## src/rtl/pixel_readout_buffer_if.sv

```systemverilog
`default_nettype none
// ============================================================================
// Module      : pixel_readout_buffer_if
// Description : Output sample stream (valid/ready) of the pixel readout buffer.
// Revision    : 1.0 - initial release
// ============================================================================
interface pixel_readout_buffer_if #(
    parameter int DATA_W = 8
);
    logic              out_valid;
    logic              out_ready;
    logic [DATA_W-1:0] out_data;
    logic [1:0]        out_idx;
    logic              out_last;

    modport master (
        output out_valid,
        output out_data,
        output out_idx,
        output out_last,
        input  out_ready
    );

    modport slave (
        input  out_valid,
        input  out_data,
        input  out_idx,
        input  out_last,
        output out_ready
    );
endinterface
`default_nettype wire

```

## src/rtl/pixel_readout_buffer.sv

```systemverilog
`default_nettype none
// ============================================================================
// Module      : pixel_readout_buffer
// Description : Captures four strobed pixel rows, double-buffers complete
//               frames and streams them out as indexed valid/ready samples.
// Revision    : 1.0 - initial release
// ============================================================================
module pixel_readout_buffer #(
    parameter int DATA_W = 8,
    parameter int CNT_W  = 8
) (
    input  wire logic              clk,
    input  wire logic              reset,
    input  wire logic              read0,
    input  wire logic              read1,
    input  wire logic              read2,
    input  wire logic              read3,
    input  wire logic [DATA_W-1:0] pixData,
    pixel_readout_buffer_if.master out_if,
    output logic [CNT_W-1:0]       frame_cnt,
    output logic                   overflow,
    output logic                   proto_err
);

    typedef enum logic [0:0] {
        EMPTY = 1'b0,
        SEND  = 1'b1
    } state_t;

    state_t            r_state;
    state_t            w_state_nxt;
    logic [1:0]        r_idx;
    logic [1:0]        w_idx_nxt;
    logic [3:0]        w_rd;
    logic [3:0]        r_rd_prev;
    logic [3:0]        r_mask;
    logic [3:0]        w_mask_nxt;
    logic [DATA_W-1:0] r_cap  [4];
    logic [DATA_W-1:0] r_obuf [4];
    logic [CNT_W-1:0]  r_frame_cnt;
    logic              r_overflow;
    logic              r_proto_err;
    logic              w_multi;
    logic              w_single;
    logic              w_complete;
    logic              w_fire;
    logic              w_final;
    logic              w_load;
    logic              w_drop;

    assign w_rd       = {read3, read2, read1, read0};
    assign w_multi    = |(w_rd & (w_rd - 4'd1));
    assign w_single   = (w_rd != 4'd0) && !w_multi;
    assign w_complete = !read3 && r_rd_prev[3] && (r_mask == 4'hF);
    assign w_fire     = (r_state == SEND) && out_if.out_ready;
    assign w_final    = w_fire && (r_idx == 2'd3);
    // A frame may be swapped in on the very cycle the last sample is accepted.
    assign w_load     = w_complete && ((r_state == EMPTY) || w_final);
    assign w_drop     = w_complete && !w_load;

    always_comb begin
        w_mask_nxt = r_mask;
        if (w_complete) begin
            w_mask_nxt = 4'd0;
        end
        if (w_single) begin
            if (read0 && !r_rd_prev[0]) begin
                w_mask_nxt = 4'b0001;
            end else begin
                w_mask_nxt = w_mask_nxt | w_rd;
            end
        end
    end

    always_comb begin
        w_state_nxt = r_state;
        w_idx_nxt   = r_idx;
        if (w_load) begin
            w_state_nxt = SEND;
            w_idx_nxt   = 2'd0;
        end else if (w_fire) begin
            w_idx_nxt = r_idx + 2'd1;
            if (r_idx == 2'd3) begin
                w_state_nxt = EMPTY;
            end
        end
    end

    always_ff @(posedge clk or negedge reset) begin
        if (!reset) begin
            r_state <= EMPTY;
            r_idx   <= 2'd0;
        end else begin
            r_state <= w_state_nxt;
            r_idx   <= w_idx_nxt;
        end
    end

    always_ff @(posedge clk or negedge reset) begin
        if (!reset) begin
            r_rd_prev   <= 4'd0;
            r_mask      <= 4'd0;
            r_frame_cnt <= '0;
            r_overflow  <= 1'b0;
            r_proto_err <= 1'b0;
            for (int i = 0; i < 4; i++) begin
                r_cap[i]  <= '0;
                r_obuf[i] <= '0;
            end
        end else begin
            r_rd_prev   <= w_rd;
            r_mask      <= w_mask_nxt;
            r_overflow  <= r_overflow | w_drop;
            r_proto_err <= r_proto_err | w_multi;
            if (w_load) begin
                r_frame_cnt <= r_frame_cnt + 1'b1;
            end
            // obuf takes the pre-edge capture contents, so a read0 that
            // starts the next frame on this same cycle cannot corrupt it.
            for (int i = 0; i < 4; i++) begin
                if (w_single && w_rd[i]) begin
                    r_cap[i] <= pixData;
                end
                if (w_load) begin
                    r_obuf[i] <= r_cap[i];
                end
            end
        end
    end

    assign out_if.out_valid = (r_state == SEND);
    assign out_if.out_data  = r_obuf[r_idx];
    assign out_if.out_idx   = r_idx;
    assign out_if.out_last  = (r_state == SEND) && (r_idx == 2'd3);
    assign frame_cnt        = r_frame_cnt;
    assign overflow         = r_overflow;
    assign proto_err        = r_proto_err;

endmodule
`default_nettype wire

```

## src/flat_wrapper.sv

```systemverilog
// flat-port wrapper written by rule: the top's interface ports become plain ports
module pixel_readout_buffer_flat 
#(
    parameter int DATA_W = 8,
    parameter int CNT_W  = 8
)
  (clk, reset, read0, read1, read2, read3, pixData, frame_cnt, overflow, proto_err, out_if_out_valid, out_if_out_data, out_if_out_idx, out_if_out_last, out_if_out_ready);
  pixel_readout_buffer_if #(.DATA_W(DATA_W)) out_if_i ();
  input  wire logic clk;
  input  wire logic reset;
  input  wire logic read0;
  input  wire logic read1;
  input  wire logic read2;
  input  wire logic read3;
  input  wire logic [DATA_W-1:0] pixData;
  output logic [CNT_W-1:0] frame_cnt;
  output logic overflow;
  output logic proto_err;
  output wire logic [$bits(out_if_i.out_valid)-1:0] out_if_out_valid;
  output wire logic [$bits(out_if_i.out_data)-1:0] out_if_out_data;
  output wire logic [$bits(out_if_i.out_idx)-1:0] out_if_out_idx;
  output wire logic [$bits(out_if_i.out_last)-1:0] out_if_out_last;
  input wire logic [$bits(out_if_i.out_ready)-1:0] out_if_out_ready;
  assign out_if_out_valid = out_if_i.out_valid;
  assign out_if_out_data = out_if_i.out_data;
  assign out_if_out_idx = out_if_i.out_idx;
  assign out_if_out_last = out_if_i.out_last;
  assign out_if_i.out_ready = out_if_out_ready;
  pixel_readout_buffer #(.DATA_W(DATA_W), .CNT_W(CNT_W)) u_core (.clk(clk), .reset(reset), .read0(read0), .read1(read1), .read2(read2), .read3(read3), .pixData(pixData), .out_if(out_if_i), .frame_cnt(frame_cnt), .overflow(overflow), .proto_err(proto_err));
endmodule
```

## config.mk

```make
export PLATFORM = sky130hd
export DESIGN_NAME = pixel_readout_buffer_flat
export DESIGN_NICKNAME = d
export VERILOG_FILES = /design/src/rtl/pixel_readout_buffer_if.sv /design/src/rtl/pixel_readout_buffer.sv /design/src/flat_wrapper.sv
export SDC_FILE = /design/constraint.sdc
export NUM_CORES = 1
export LEC_CHECK = 0
export BUFFER_PORTS_ARGS = -buffer_cell sky130_fd_sc_hd__buf_2
export CELL_PAD_IN_SITES_DETAIL_PLACEMENT = 1
export CELL_PAD_IN_SITES_GLOBAL_PLACEMENT = 1
export CORE_ASPECT_RATIO = 1.1
export CORE_UTILIZATION = 53
export DETAILED_ROUTE_END_ITERATION = 8
export PLACE_DENSITY = 0.8
export SYNTH_ARGS = -nofsm -noshare
export SYNTH_HDL_FRONTEND = slang
export SYNTH_SLANG_ARGS = --single-unit
```

## constraint.sdc

```tcl
create_clock -name clk -period 5.61 [get_ports clk]
set_clock_uncertainty 0.2 [all_clocks]
set_input_delay 1.122 -clock clk [delete_from_list [all_inputs] [get_ports clk]]
set_output_delay 1.122 -clock clk [all_outputs]
set_load 0.05 [all_outputs]
```

### Yosys cells after proc, flatten, opt, wreduce, memory -nomap -nowiden

Index checks and enable logic that the tools add are counted.
Widths: inputs -> output; s select.

| storage, ports and cells | value |
|---|---|
| bits in registers | 85 |
| latch bits | 0 |
| bits in writable memories | 0 |
| bits in read-only memories | 0 |
| input port bits | 15 |
| memories kept | 0 |

| cells by class | value |
|---|---|
| $add $sub $neg | 3 |
| $mul | 0 |
| div/mod/pow operators | 0 |
| magnitude comparators | 1 |
| equality and inequality tests | 2 |
| shifts and indexed selects | 0 |
| multiplexer cells | 11 |
| bitwise gates (word level) | 6 |
| reduce and logical (&&, ||, !) cells | 23 |

Operator list:

| kind | count |
|---|---|
| $bmux 8 s2 | 1 |
| $mux 8 | 2 |
| $logic_and 1x1->1 | 13 |
| $mux 4 | 3 |
| $add 8x1->8 const B | 1 |
| $and 4x4->4 | 1 |
| $eq 4x4->1 const B | 1 |
| $logic_not 1->1 | 4 |
| $mux 2 | 2 |
| $or 4x4->4 | 1 |
| $reduce_bool 2->1 | 2 |
| $reduce_bool 4->1 | 1 |
| $reduce_or 4->1 | 1 |
| $sub 4x1->4 const B | 1 |
| $ge 3x3->1 const B | 1 |
| $mux 1 | 3 |
| $not 2->3 | 1 |
| $add 2x1->2 const B | 1 |
| $eq 2x2->1 const B | 1 |
| $or 1x1->1 | 2 |
| $reduce_and 2->1 | 1 |
| $logic_or 1x1->1 | 1 |
| $not 1->1 | 1 |

### Longest topological paths before layout

Gate-level depths: netlist of run 1.

| depth | value |
|---|---|
| depth in word-level cells | 7 |
| mapped depth | 7 |
| gate-level depth less buffers | 5 |

### Worst setup path after synthesis of run 1

Ideal clock, no wire load.

| timing | value |
|---|---|
| path type | register to output |
| from | register u_core.r_idx[0] (netlist: u_core.out_if.out_idx[0]) |
| to | output out_if_out_data[0] |
| arrival time | 1.672 ns |
| data required time | 4.288 ns |
| path slack | 2.616 ns |
| stages on the path, launching flop included | 3 |
| path buffers | 1 |
| path through | dfrtp_1 buf_2 mux4_2 |

| between the ends | value |
|---|---|
| cells in the longest elaborated chain, start to end | 4 |

Ends and longest elaborated chain:

| item | line | text |
|---|---|---|
| start, declared | pixel_readout_buffer.sv:32 | `logic [1:0] r_idx;` |
| start signal, assigned | pixel_readout_buffer.sv:95 | `r_idx <= w_idx_nxt;` |
| $not 2->3 (not written as such) | pixel_readout_buffer.sv:132 | `assign out_if.out_data = r_obuf[r_idx];` |
| $bmux 8 s2 | pixel_readout_buffer.sv:132 |  |
| $mux 8 (not written as such) (2 in series) | pixel_readout_buffer.sv:132 |  |
| end, declared | flat_wrapper.sv:20 | `output wire logic [$bits(out_if_i.out_data)-1:0] out_if_out_data;` |

Every way passes these cells. The select of a mux whose other input is x is not followed.

### Final worst setup path of run 1

| timing | value |
|---|---|
| from | register u_core.r_idx[0] (netlist: u_core.out_if.out_idx[0]) |
| to | output out_if_out_data[7] |

The elaborated chain is that of the path after synthesis.

==> key figures, run 1 <==
Outcome
  – Outcome: finished clean

Global routing
  – First-pass GRT wire length: 10800 um
  – Largest net degree at the start of global routing: 84
  – Number of global-route vias before repair: between 2000 and 2500
  – M3 GR Usage: 0.0448
  – Global-route track usage on met1: 0.274
  – Met2 Usage GRT: 0.354
  – Global route total overflow: 0
  – GR peak layer: met2
  – Antenna violations before repair: 0
  – All-layer global routing usage: 0.214

Power
  – Leakage: between 1.5 and 2 nW
  – Internal power: 0.00122 W
  – Total power: approximately 0.0019 W
  – Sequential share of power: 0.473
  – Clk network pwr share: 0.191
  – Combinational fraction of design power: 0.336
  – Power density over the cells: 484 nW/um^2
  – Switching Power: slightly below 0.0007 W
  – Peak VDD IR: 0.283 mV
  – Switch share: 0.355

Logic synthesis
  – Post-synthesis simple-gate area fraction: 0.0583
  – Combinational family with the most area after synthesis: multiplexers
  – Register area share after synthesis: 0.583
  – Syn avg cell area: around 17 sq um
  – Synth cell types: 26
  – Synth Instances: ~210
  – Compound-Gate Fraction of Synth Area: 0.0140
  – Fraction of synthesized cell area in xor and xnor cells: 0.0197
  – Syn Std Cell Area: about 3600 sq um
  – Syn nets: between 200 and 250
  – Ys Warns: 0
  – Synth Area in Adders: 0.00983
  – Yosys reg bits: 83
  – Post-synthesis mux area share: 0.289

Setup path
  – Worst setup path category: reg -> out
  – Critical Path Sink Type: output port
  – Crit-path max FO: 11
  – CP peak stage delay: 0.79 ns
  – CP arrival: 1.96 ns
  – Crit path cell chain: mux4_2, buf_2
  – Crit-path slowest cell: dfrtp_1
  – CP Buf/Inv Count: 1
  – Critical path's top delay family: flip-flops
  – Startpoint types: flop
  – Critical Path RT: 4.29 ns

Detailed routing
  – Post-DRT Antenna Nets: 0
  – Initial DRC count: 60
  – Post-Route WL: 6500 um
  – Drt drc: 0
  – Avg WL per Cell: about 19 um
  – Pre-Repair DR Iteration Count: 4
  – Vias per cell: 5.54
  – Via count: approximately 1900

Clock network
  – Maximum root-to-sink buffer count: 2
  – CTS Root Cell: clkbuf_8
  – Clock sinks: between 80 and 90
  – Post-CTS Hold Buffers: 0
  – CTS tree: done
  – Post-cts resize count: 0
  – Worst skew pair latency: about 0.35 ns
  – Clock-pin slew on the worst setup and hold paths: 0.08 ns
  – H-tree Lvls: 3
  – Post-CTS Setup Inserts: 0
  – CTS Buf Count: 9

Placement
  – Dpl hpwl: between 4000 and 5000 um
  – Port bufs: 36
  – Final RePlAce weighted congestion: between 0.7 and 0.8

Run
  – Max cap viols: 0

Floorplan
  – Die H: a little under 90 um
  – Top Ports: 37
  – # rows: 30
  – CORE AREA: 6340 sq um
  – Die area: slightly above 7000 sq um
  – Die X: between 80 and 90 um
  – Initial Utilization: 0.562

Timing
  – Hold Fails Final Rpt: 0
  – Final Cycle Share: 0.586
  – Max-slew violation count: 0
  – RSZ-0062 raised after global routing: false
  – Final setup viols: 0
  – Worst-Margin Slew: between 0.9 and 1 ns
  – Worst rel slew slack: 0.338
  – FMAX: ~0.3 GHz
  – Hold_ws: roughly 0.28 ns
  – Final total negative setup slack: 0 ns
  – Min Tclk post-route: between 3 and 4 ns

Layout
  – Commonest non-fill, non-tap cell in the layout: dfrtp_1
  – Fin nets: around 270
  – Area Overhead vs Synth: 9.97%
  – Share of cells above drive strength 1: 0.496
  – Filler Cells Inserted: just under 600
  – ANT cells: 0
  – Most frequent cells in the layout: dfrtp_1 (83), buf_2 (35), mux2_2 (34)

Min path
  – Hold Crit Class: reg -> reg
logic make-up after synthesis:
logic type	count (synthesis)
adders and majority gates	3
xor gates and xnor gates	8
DFF	83
and+or+nand+nor	29
muxes	73
AOI/OAI and AO/OA	8
buffers and inverters	8
metrics by stage:
| stage | instances | instance area [sq um] | setup slack, ns | util |
|---|---|---|---|---|
| 3_5_place_dp | 321 | 3760 | 2.12 | 0.593 |
| 3_3_place_gp | 321 | 3760 | 2.18 | 0.593 |
| 5_1_grt | 336 | 3920 | 2.19 | 0.618 |
| 4_1_cts | 336 | 3920 | 2.28 | 0.618 |
| 6_report | 336 | 3920 | 2.32 | 0.618 |
| 2_1_floorplan | 212 | 3560 | 2.62 | - |
Yosys cell counts, drive strengths merged:
cell / instances / share of area
a21boi: 1 / 0.0021
a21o: 1 / 0.0021
a21oi: 4 / 0.0056
and2: 2 / 0.0035
and3: 2 / 0.0035
and4b: 2 / 0.0056
buf: 8 / 0.027
dfrtp: 83 / 0.58
ha: 2 / 0.0070
maj3: 1 / 0.0028
mux2: 65 / 0.24
mux4: 8 / 0.051
nand2: 7 / 0.0074
nand3: 2 / 0.0028
nand4: 4 / 0.0070
nor2: 5 / 0.0053
nor2b: 1 / 0.0018
nor3: 1 / 0.0014
nor4b: 3 / 0.020
o21bai: 2 / 0.0042
xnor2: 6 / 0.015
xor2: 2 / 0.0049
cell type report:
type                    count  area, sq um  area share
clock buffers              12          145      0.0370
clock inverters             3         15.0     0.00383
multi-input cells         121         1390       0.355
flip-flops and latches     83         2080       0.530
well taps                  80          100      0.0255
repair buffers             37          190      0.0485
power groups by stage:
stage	logic [W]	registers [W]	clock network, W
6_report	0.000637	0.000898	0.000362
5_1_grt	0.000678	0.000925	0.000400
4_1_cts	0.000645	0.000901	0.000377
3_5_place_dp	0.000642	0.000912	0
3_3_place_gp	0.000621	0.000902	0
2_1_floorplan	0.000490	0.000910	0
state kept, by name, indices dropped and copies added, names as in the netlist, 2 cells and up:
signal                 flops
u_core.r_obuf             32
u_core.r_cap              32
u_core.r_rd_prev           2
u_core.frame_cnt           8
u_core.r_mask              4
u_core.out_if.out_idx      2
worst paths after layout:
| path | start | end | slack, ns | cells past startpoint |
|---|---|---|---|---|
| worst max register to register | u_core.out_if.out_idx[0]$_DFFE_PN0P_ | u_core.r_obuf[15]$_DFFE_PN0P_ | 2.45 | 5 |
| worst max-delay path | u_core.out_if.out_idx[0]$_DFFE_PN0P_ | out_if_out_data[7] | 2.32 | 2 |
| min in group asynchronous | reset | u_core.r_obuf[24]$_DFFE_PN0P_ | 0.75 | 1 |
| worst min-delay path | u_core.overflow$_DFF_PN0_ | u_core.overflow$_DFF_PN0_ | 0.28 | 1 |
| worst min register to register | u_core.overflow$_DFF_PN0_ | u_core.overflow$_DFF_PN0_ | 0.28 | 1 |
| max in group asynchronous | reset | u_core.r_obuf[28]$_DFFE_PN0P_ | 3.84 | 1 |
worst register-to-register path, delay by kind of cell, from the launching register on:
family,cells,cell delay [ns]
multiplexers,1,0.38
AO/OA/AOI/OAI,1,0.09
adder cells (fa/ha/maj),1,0.31
AND/OR/NAND/NOR,1,0.86
buffers and inverters,1,0.43
flip-flops,1,0.79
metal layers:
| metal | up-vias | wire length (um) | share of wire |
|---|---|---|---|
| met3 | 13 | 172 | 0.026 |
| met2 | 32 | 3360 | 0.52 |
| li1 | 847 | - | - |
| met5 | - | 0 | 0 |
| met4 | 0 | 140 | 0.022 |
| met1 | 971 | 2820 | 0.43 |
Power figures use the tool's default switching activity.
==> run 2, diff against run 1 <==
--- a/config.mk
+++ b/config.mk
@@ -9,9 +9,9 @@
 export CELL_PAD_IN_SITES_DETAIL_PLACEMENT = 1
 export CELL_PAD_IN_SITES_GLOBAL_PLACEMENT = 1
 export CORE_ASPECT_RATIO = 1.1
-export CORE_UTILIZATION = 53
+export CORE_UTILIZATION = 44
 export DETAILED_ROUTE_END_ITERATION = 8
-export PLACE_DENSITY = 0.8
+export PLACE_DENSITY = 0.7
 export SYNTH_ARGS = -nofsm -noshare
 export SYNTH_HDL_FRONTEND = slang
 export SYNTH_SLANG_ARGS = --single-unit
==> constraint.sdc (replaced) <==
create_clock -name clk -period 2.65 [get_ports clk]
set_clock_uncertainty 0.2 [all_clocks]
set_input_delay 0.53 -clock clk [delete_from_list [all_inputs] [get_ports clk]]
set_output_delay 0.53 -clock clk [all_outputs]
set_load 0.05 [all_outputs]
==> key figures, run 2 (same netlist as run 1, synthesis figures left out) <==
Power
  – Power density over the cells: 1060 nW/um^2 (+120%)
  – Total power: 0.00440 W (+130%)
  – Leakage: 1.92 nW (+4.8%)
  – Peak VDD IR: 0.368 mV (+30%)

Global routing
  – Global route total overflow: 0 (unchanged)
  – All-layer global routing usage: 0.171 (-0.0439)
  – Number of global-route vias before repair: 1961 (-4.3%)
  – First-pass GRT wire length: 10500 um (-2.4%)
  – Antenna violations before repair: 0 (unchanged)
  – Largest net degree at the start of global routing: 50 (-40%)

Timing
  – Hold Fails Final Rpt: 0 (unchanged)
  – Worst rel slew slack: 0.689 (+0.351)
  – Final total negative setup slack: 0 ns (unchanged)
  – Hold_ws: 0.208 ns (-0.0725 ns)
  – RSZ-0062 raised after global routing: false
  – Final setup viols: 0 (unchanged)
  – Worst Slack Setup Final: 0.189 ns (-2.14 ns)
  – Final Cycle Share: 0.929
  – Max-slew violation count: 0 (unchanged)
  – Worst-Margin Slew: 0.467 ns (-0.526 ns)
  – Min Tclk post-route: about 2.5 ns
  – FMAX: between 0.4 and 0.5 GHz

Floorplan
  – # rows: 34 (+13%)
  – Top Ports: 37 (unchanged)
  – Die X: 87.8 um (+9.5%)
  – Initial Utilization: 0.453 (-0.109)
  – Die H: 96.4 um (+9.5%)
  – CORE AREA: 7870 sq um (+24%)
  – Die area: 8470 sq um (+20%)

Setup path
  – Critical Path Sink Type: output port
  – CP arrival: 1.73 ns (-0.23 ns)
  – Critical Path RT: 1.92 ns (-2.37 ns)
  – Startpoint types: flop
  – Worst setup path category: reg -> out
  – Crit-path max FO: 7 (-4)

Clock network
  – H-tree Lvls: 3 (unchanged)
  – CTS Root Cell: clkbuf_8
  – CTS Buf Count: 9 (unchanged)
  – Clock sinks: 83 (unchanged)
  – Post-CTS Setup Inserts: 0 (unchanged)
  – Clock-pin slew on the worst setup and hold paths: 0.08 ns (about the same)
  – CTS tree: done
  – Worst skew pair latency: 0.35 ns (about the same)
  – Maximum root-to-sink buffer count: 2 (unchanged)

Detailed routing
  – Vias per cell: 5.08 (-8.4%)
  – Post-Route WL: 6430 um (-1.0%)
  – Drt drc: 1 (+1)
  – Pre-Repair DR Iteration Count: 6 (+2)
  – Initial DRC count: 51 (-15%)
  – Post-DRT Antenna Nets: 0 (unchanged)
  – Avg WL per Cell: 17.2 um (-11%)
  – Via count: 1894 (+1.7%)

Layout
  – ANT cells: 0 (unchanged)
  – Most frequent cells in the layout: dfrtp_1 (82), buf_2 (35), mux2_2 (34)
  – Share of cells above drive strength 1: 0.521 (+0.0247)
  – Commonest non-fill, non-tap cell in the layout: dfrtp_1
  – Fin nets: 278 (+3.3%)
  – Area Overhead vs Synth: 16.1%

Min path
  – Hold Crit Class: in -> reg

Outcome
  – Outcome: finished with violations
  – Failing checks: DRC

Placement
  – Final RePlAce weighted congestion: 0.666 (-6.6%)
  – Post-place setup slack: 0.426 ns (-1.70 ns)
  – Dpl hpwl: 4230 um (-1.5%)
  – Port bufs: 36 (unchanged)

Run
  – Max cap viols: 0 (unchanged)
==> run 2: changes by cell type in the layout (fill, tap and decap cells not counted), sizes merged <==
cell | previous run | this run
clkinv | 3 | 0
bufinv | 0 | 3
buf | 37 | 45
clkbuf | 12 | 11
dlygate4sd3 | 0 | 1
clkinvlp | 0 | 1
==> run 2: final timing paths <==
path | endpoint | slack (ns) | startpoint | depth (start not counted)
min in group asynchronous | u_core.r_obuf[24]$_DFFE_PN0P_ | 0.46 | reset | 2
min | u_core.r_rd_prev[0]$_DFF_PN0_ | 0.21 | read0 | 1
min reg2reg | u_core.frame_cnt[7]$_DFFE_PN0P_ | 0.27 | u_core.frame_cnt[7]$_DFFE_PN0P_ | 1
max reg2reg | u_core.r_obuf[15]$_DFFE_PN0P_ | 0.61 | u_core.out_if.out_idx[0]$_DFFE_PN0P_ | 5
max | out_if_out_data[3] | 0.19 | u_core.out_if.out_idx[0]$_DFFE_PN0P_ | 3
max in group asynchronous | u_core.out_if.out_idx[0]$_DFFE_PN0P_ | 1.15 | reset | 3
==> run 2: metrics by stage <==
step	instance area, sq um	std cells	util
after floorplan	3560	212	-
after global placement	3880	357	0.493
after detailed placement	3880	357	0.493
after CTS	4140	373	0.526
after global routing	4140	373	0.526
final	4140	373	0.526
==> run 2: worst max-delay path, stage by stage, from the launching register on <==
cell     delay, ns
dfrtp_2       0.46
buf_4         0.18
mux4_2        0.52
buf_2         0.23
==> run 2: routing by layer <==
layer / global-route usage / part of all wire / up-vias
li1: - / - / 863
met1: 0.219 / 0.45 / 998
met2: 0.280 / 0.50 / 24
met3: 0.0433 / 0.030 / 9
met4: 0.0615 / 0.013 / 0
met5: 0 / 0 / -
==> run 2: timing repair <==
item | in CTS | in global routing
setup endpoints to repair | 0 | 1
gates resized for setup | 0 | 1
hold buffers | 1 | 0
endpoints found under the hold margin | 34 | 0
==> run 2: where the power goes <==
part	internal, W	total (W)	switching, W
combinational	0.000655	0.00144	0.000785
sequential	0.00162	0.00184	0.000223
clock	0.000673	0.00112	0.000451
==> run 2: final cells by class <==
class,instances,area [sq um]
Multi-Input combinational cell,121,1390
Tap cell,108,135
Fill cell,765,3730
Clock buffer,11,151
Timing Repair Buffer,46,285
Clock inverter,4,97.6
Sequential cell,83,2080
==> run 3, diff against run 2 <==
--- a/config.mk
+++ b/config.mk
@@ -5,13 +5,14 @@
 export SDC_FILE = /design/constraint.sdc
 export NUM_CORES = 1
 export LEC_CHECK = 0
+export ABC_AREA = 1
 export BUFFER_PORTS_ARGS = -buffer_cell sky130_fd_sc_hd__buf_2
 export CELL_PAD_IN_SITES_DETAIL_PLACEMENT = 1
 export CELL_PAD_IN_SITES_GLOBAL_PLACEMENT = 1
-export CORE_ASPECT_RATIO = 1.1
-export CORE_UTILIZATION = 44
+export CORE_ASPECT_RATIO = 1.75
+export CORE_UTILIZATION = 40
 export DETAILED_ROUTE_END_ITERATION = 8
-export PLACE_DENSITY = 0.7
+export PLACE_DENSITY = 0.71
 export SYNTH_ARGS = -nofsm -noshare
 export SYNTH_HDL_FRONTEND = slang
 export SYNTH_SLANG_ARGS = --single-unit
==> key figures, run 3 <==
Outcome
  – Outcome: finished clean

Layout
  – Register area: 2080 sq um (about the same)
  – ANT cells: 0 (unchanged)
  – Share of cells above drive strength 1: 0.163 (-0.357)
  – Area Overhead vs Synth: 17.8%
  – Multi-input gate area: 1320 sq um (-5.3%)
  – Commonest non-fill, non-tap cell in the layout: nand2_1
  – Fin nets: 459 (+65%)
  – Core Util, Final: 0.484 (-0.0417)
  – Most frequent cells in the layout: nand2_1 (177), dfrtp_1 (83), o21ai_0 (48)
  – Filler Cells Inserted: 1047 (+37%)

Logic synthesis
  – Syn avg cell area: 8.71 sq um (-48%)
  – Syn nets: 424 (+85%)
  – Synth Instances: 407 (+92%)
  – Top post-synthesis cells by area: dfrtp_1 (59%), nand2_1 (19%), o21ai_0 (6.8%)
  – Synth cell types: 25 (-3.8%)
  – Ys async rst share: 1.00 (unchanged)
  – Syn Std Cell Area: 3540 sq um (-0.60%)
  – Commonest cells post-synth: nand2_1 (177), dfrtp_1 (83), o21ai_0 (48), nor2_1 (22), inv_1 (21)
  – Ys Warns: 0 (unchanged)
  – Register area share after synthesis: 0.586 (+0.00350)
  – Post-synth top area share: 0.586 (+0.00350)
  – Synth area leader: dfrtp_1
  – Post-synth EDFFs: 0 (unchanged)
  – Most used DFF post-synth: dfrtp_1
  – Most common cell in the synthesized netlist: nand2_1
  – Yosys reg bits: 83 (unchanged)

Placement
  – Port bufs: 36 (unchanged)
  – Dpl hpwl: 5620 um (+33%)
  – Final RePlAce weighted congestion: 0.781 (+17%)

Detailed routing
  – Via count: 2729 (+44%)
  – Vias per cell: 4.84 (-4.7%)
  – Drt drc: 0 (-1)
  – Post-DRT Antenna Nets: 0 (unchanged)
  – Pre-Repair DR Iteration Count: 4 (-2)
  – Initial DRC count: 144 (+180%)
  – Post-Route WL: 8120 um (+26%)
  – Avg WL per Cell: 14.4 um (-16%)

Clock network
  – CTS Root Cell: clkbuf_16
  – Maximum root-to-sink buffer count: 2 (unchanged)
  – Clock-pin slew on the worst setup and hold paths: 0.06 ns (-0.02 ns)
  – Clock sinks: 83 (unchanged)
  – CTS tree: done
  – Post-CTS Setup Inserts: 0 (unchanged)
  – CTS Buf Count: 9 (unchanged)
  – Worst skew pair latency: 0.34 ns (about the same)
  – Post-CTS Hold Buffers: 1 (unchanged)
  – H-tree Lvls: 3 (unchanged)
  – Post-cts resize count: 0 (unchanged)

Floorplan
  – Die area: 9250 sq um (+9.3%)
  – CORE AREA: 8610 sq um (+9.5%)
  – Die X: 73.1 um (-17%)
  – Top Ports: 37 (unchanged)
  – Die H: 127 um (+31%)
  – # rows: 45 (+32%)
  – Initial Utilization: 0.411 (-0.0416)

Setup path
  – Startpoint types: flop
  – Crit-path slowest cell: inv_1
  – CP arrival: 1.71 ns (-0.02 ns)
  – Crit-path max FO: 17 (+10)
  – Crit path cell chain: inv_1, nor2_1, o22ai_2, buf_2
  – CP peak stage delay: 0.41 ns (-0.11 ns)
  – Critical Path Sink Type: output port
  – Critical path's top delay family: buffers and inverters
  – Critical Path RT: 1.92 ns (about the same)
  – Worst setup path category: reg -> out
  – CP Buf/Inv Count: 2 (unchanged)

Timing
  – Hold Fails Final Rpt: 0 (unchanged)
  – Final total negative setup slack: 0 ns (unchanged)
  – Final setup viols: 0 (unchanged)
  – Worst rel slew slack: 0.560 (-0.129)
  – FMAX: 0.410 GHz (+0.86%)
  – Worst-Margin Slew: 0.659 ns (+0.192 ns)
  – Min Tclk post-route: 2.44 ns (-0.0209 ns)
  – Final Cycle Share: 0.921 (-0.00789)
  – Max-slew violation count: 0 (unchanged)
  – RSZ-0062 raised after global routing: false

Power
  – Peak VDD IR: 0.520 mV (+41%)
  – Power density over the cells: 1130 nW/um^2 (+6.0%)
  – Total power: 0.00470 W (+6.8%)
  – Leakage: 2.18 nW (+14%)

Global routing
  – First-pass GRT wire length: 13700 um (+30%)
  – Antenna violations before repair: 0 (unchanged)
  – Global route total overflow: 0 (unchanged)
  – Largest net degree at the start of global routing: 65 (+30%)
  – Number of global-route vias before repair: 2771 (+41%)
  – All-layer global routing usage: 0.198 (+0.0272)

Run
  – Max cap viols: 0 (unchanged)

Min path
  – Hold Crit Class: in -> reg
-- run 3: layer usage --
| metal | track usage | wire length (um) | vias to the layer above | part of all wire |
|---|---|---|---|---|
| li1 | - | - | 1357 | - |
| met1 | 0.255 | 3550 | 1328 | 0.44 |
| met2 | 0.322 | 4230 | 35 | 0.52 |
| met3 | 0.0254 | 208 | 9 | 0.026 |
| met4 | 0.0980 | 132 | 0 | 0.016 |
| met5 | 0 | 0 | - | 0 |
-- run 3: cells by family (layout without fill, tap and decap cells) --
kind of cell             count (synthesis)  after routing  share of synthesized area
XOR/XNOR                                 4              4                    0.00989
flip-flops                              83             83                      0.586
AND/OR/NAND/NOR                        215            215                      0.246
adder cells (fa/ha/maj)                  2              2                    0.00706
AO/OA/AOI/OAI                           64             64                     0.0946
buffers and inverters                   39             79                     0.0558
-- run 3: through the flow --
step                      hold WS (ns)  cells  cell area (sq um)  worst slack [ns]
after floorplan                 0.0344    407               3590             0.141
after global placement           0.230    547               3850             0.593
after detailed placement         0.232    547               3850             0.564
after CTS                        0.163    564               4170             0.202
after global routing             0.179    564               4170             0.111
final                            0.172    564               4170             0.209
-- run 3: report_power, final --
part	internal, W	switching (W)
registers	0.00157	0.000216
clock network	0.000823	0.000497
logic	0.000448	0.00115
total	0.00284	0.00186
-- run 3: layout make-up --
type                    instances  share of cell area
flip-flops and latches         83               0.498
multi-input cells             285               0.316
repair buffers                 40              0.0546
clock buffers                   9              0.0540
well taps                     117              0.0351
clock inverters                 7              0.0219
inverters                      23              0.0207
-- run 3: path summary, 6_finish.rpt --
kind	startpoint	endpoint	slack (ns)	cells past startpoint
max	u_core.out_if.out_idx[0]$_DFFE_PN0P_	out_if_out_data[4]	0.21	4
min in group asynchronous	reset	u_core.r_obuf[30]$_DFFE_PN0P_	0.42	2
max in group asynchronous	reset	u_core.r_cap[26]$_DFFE_PN0P_	1.22	3
max reg2reg	u_core.out_if.out_idx[0]$_DFFE_PN0P_	u_core.r_obuf[24]$_DFFE_PN0P_	0.60	8
min reg2reg	u_core.proto_err$_DFF_PN0_	u_core.proto_err$_DFF_PN0_	0.26	1
min	read0	u_core.r_rd_prev[0]$_DFF_PN0_	0.17	1
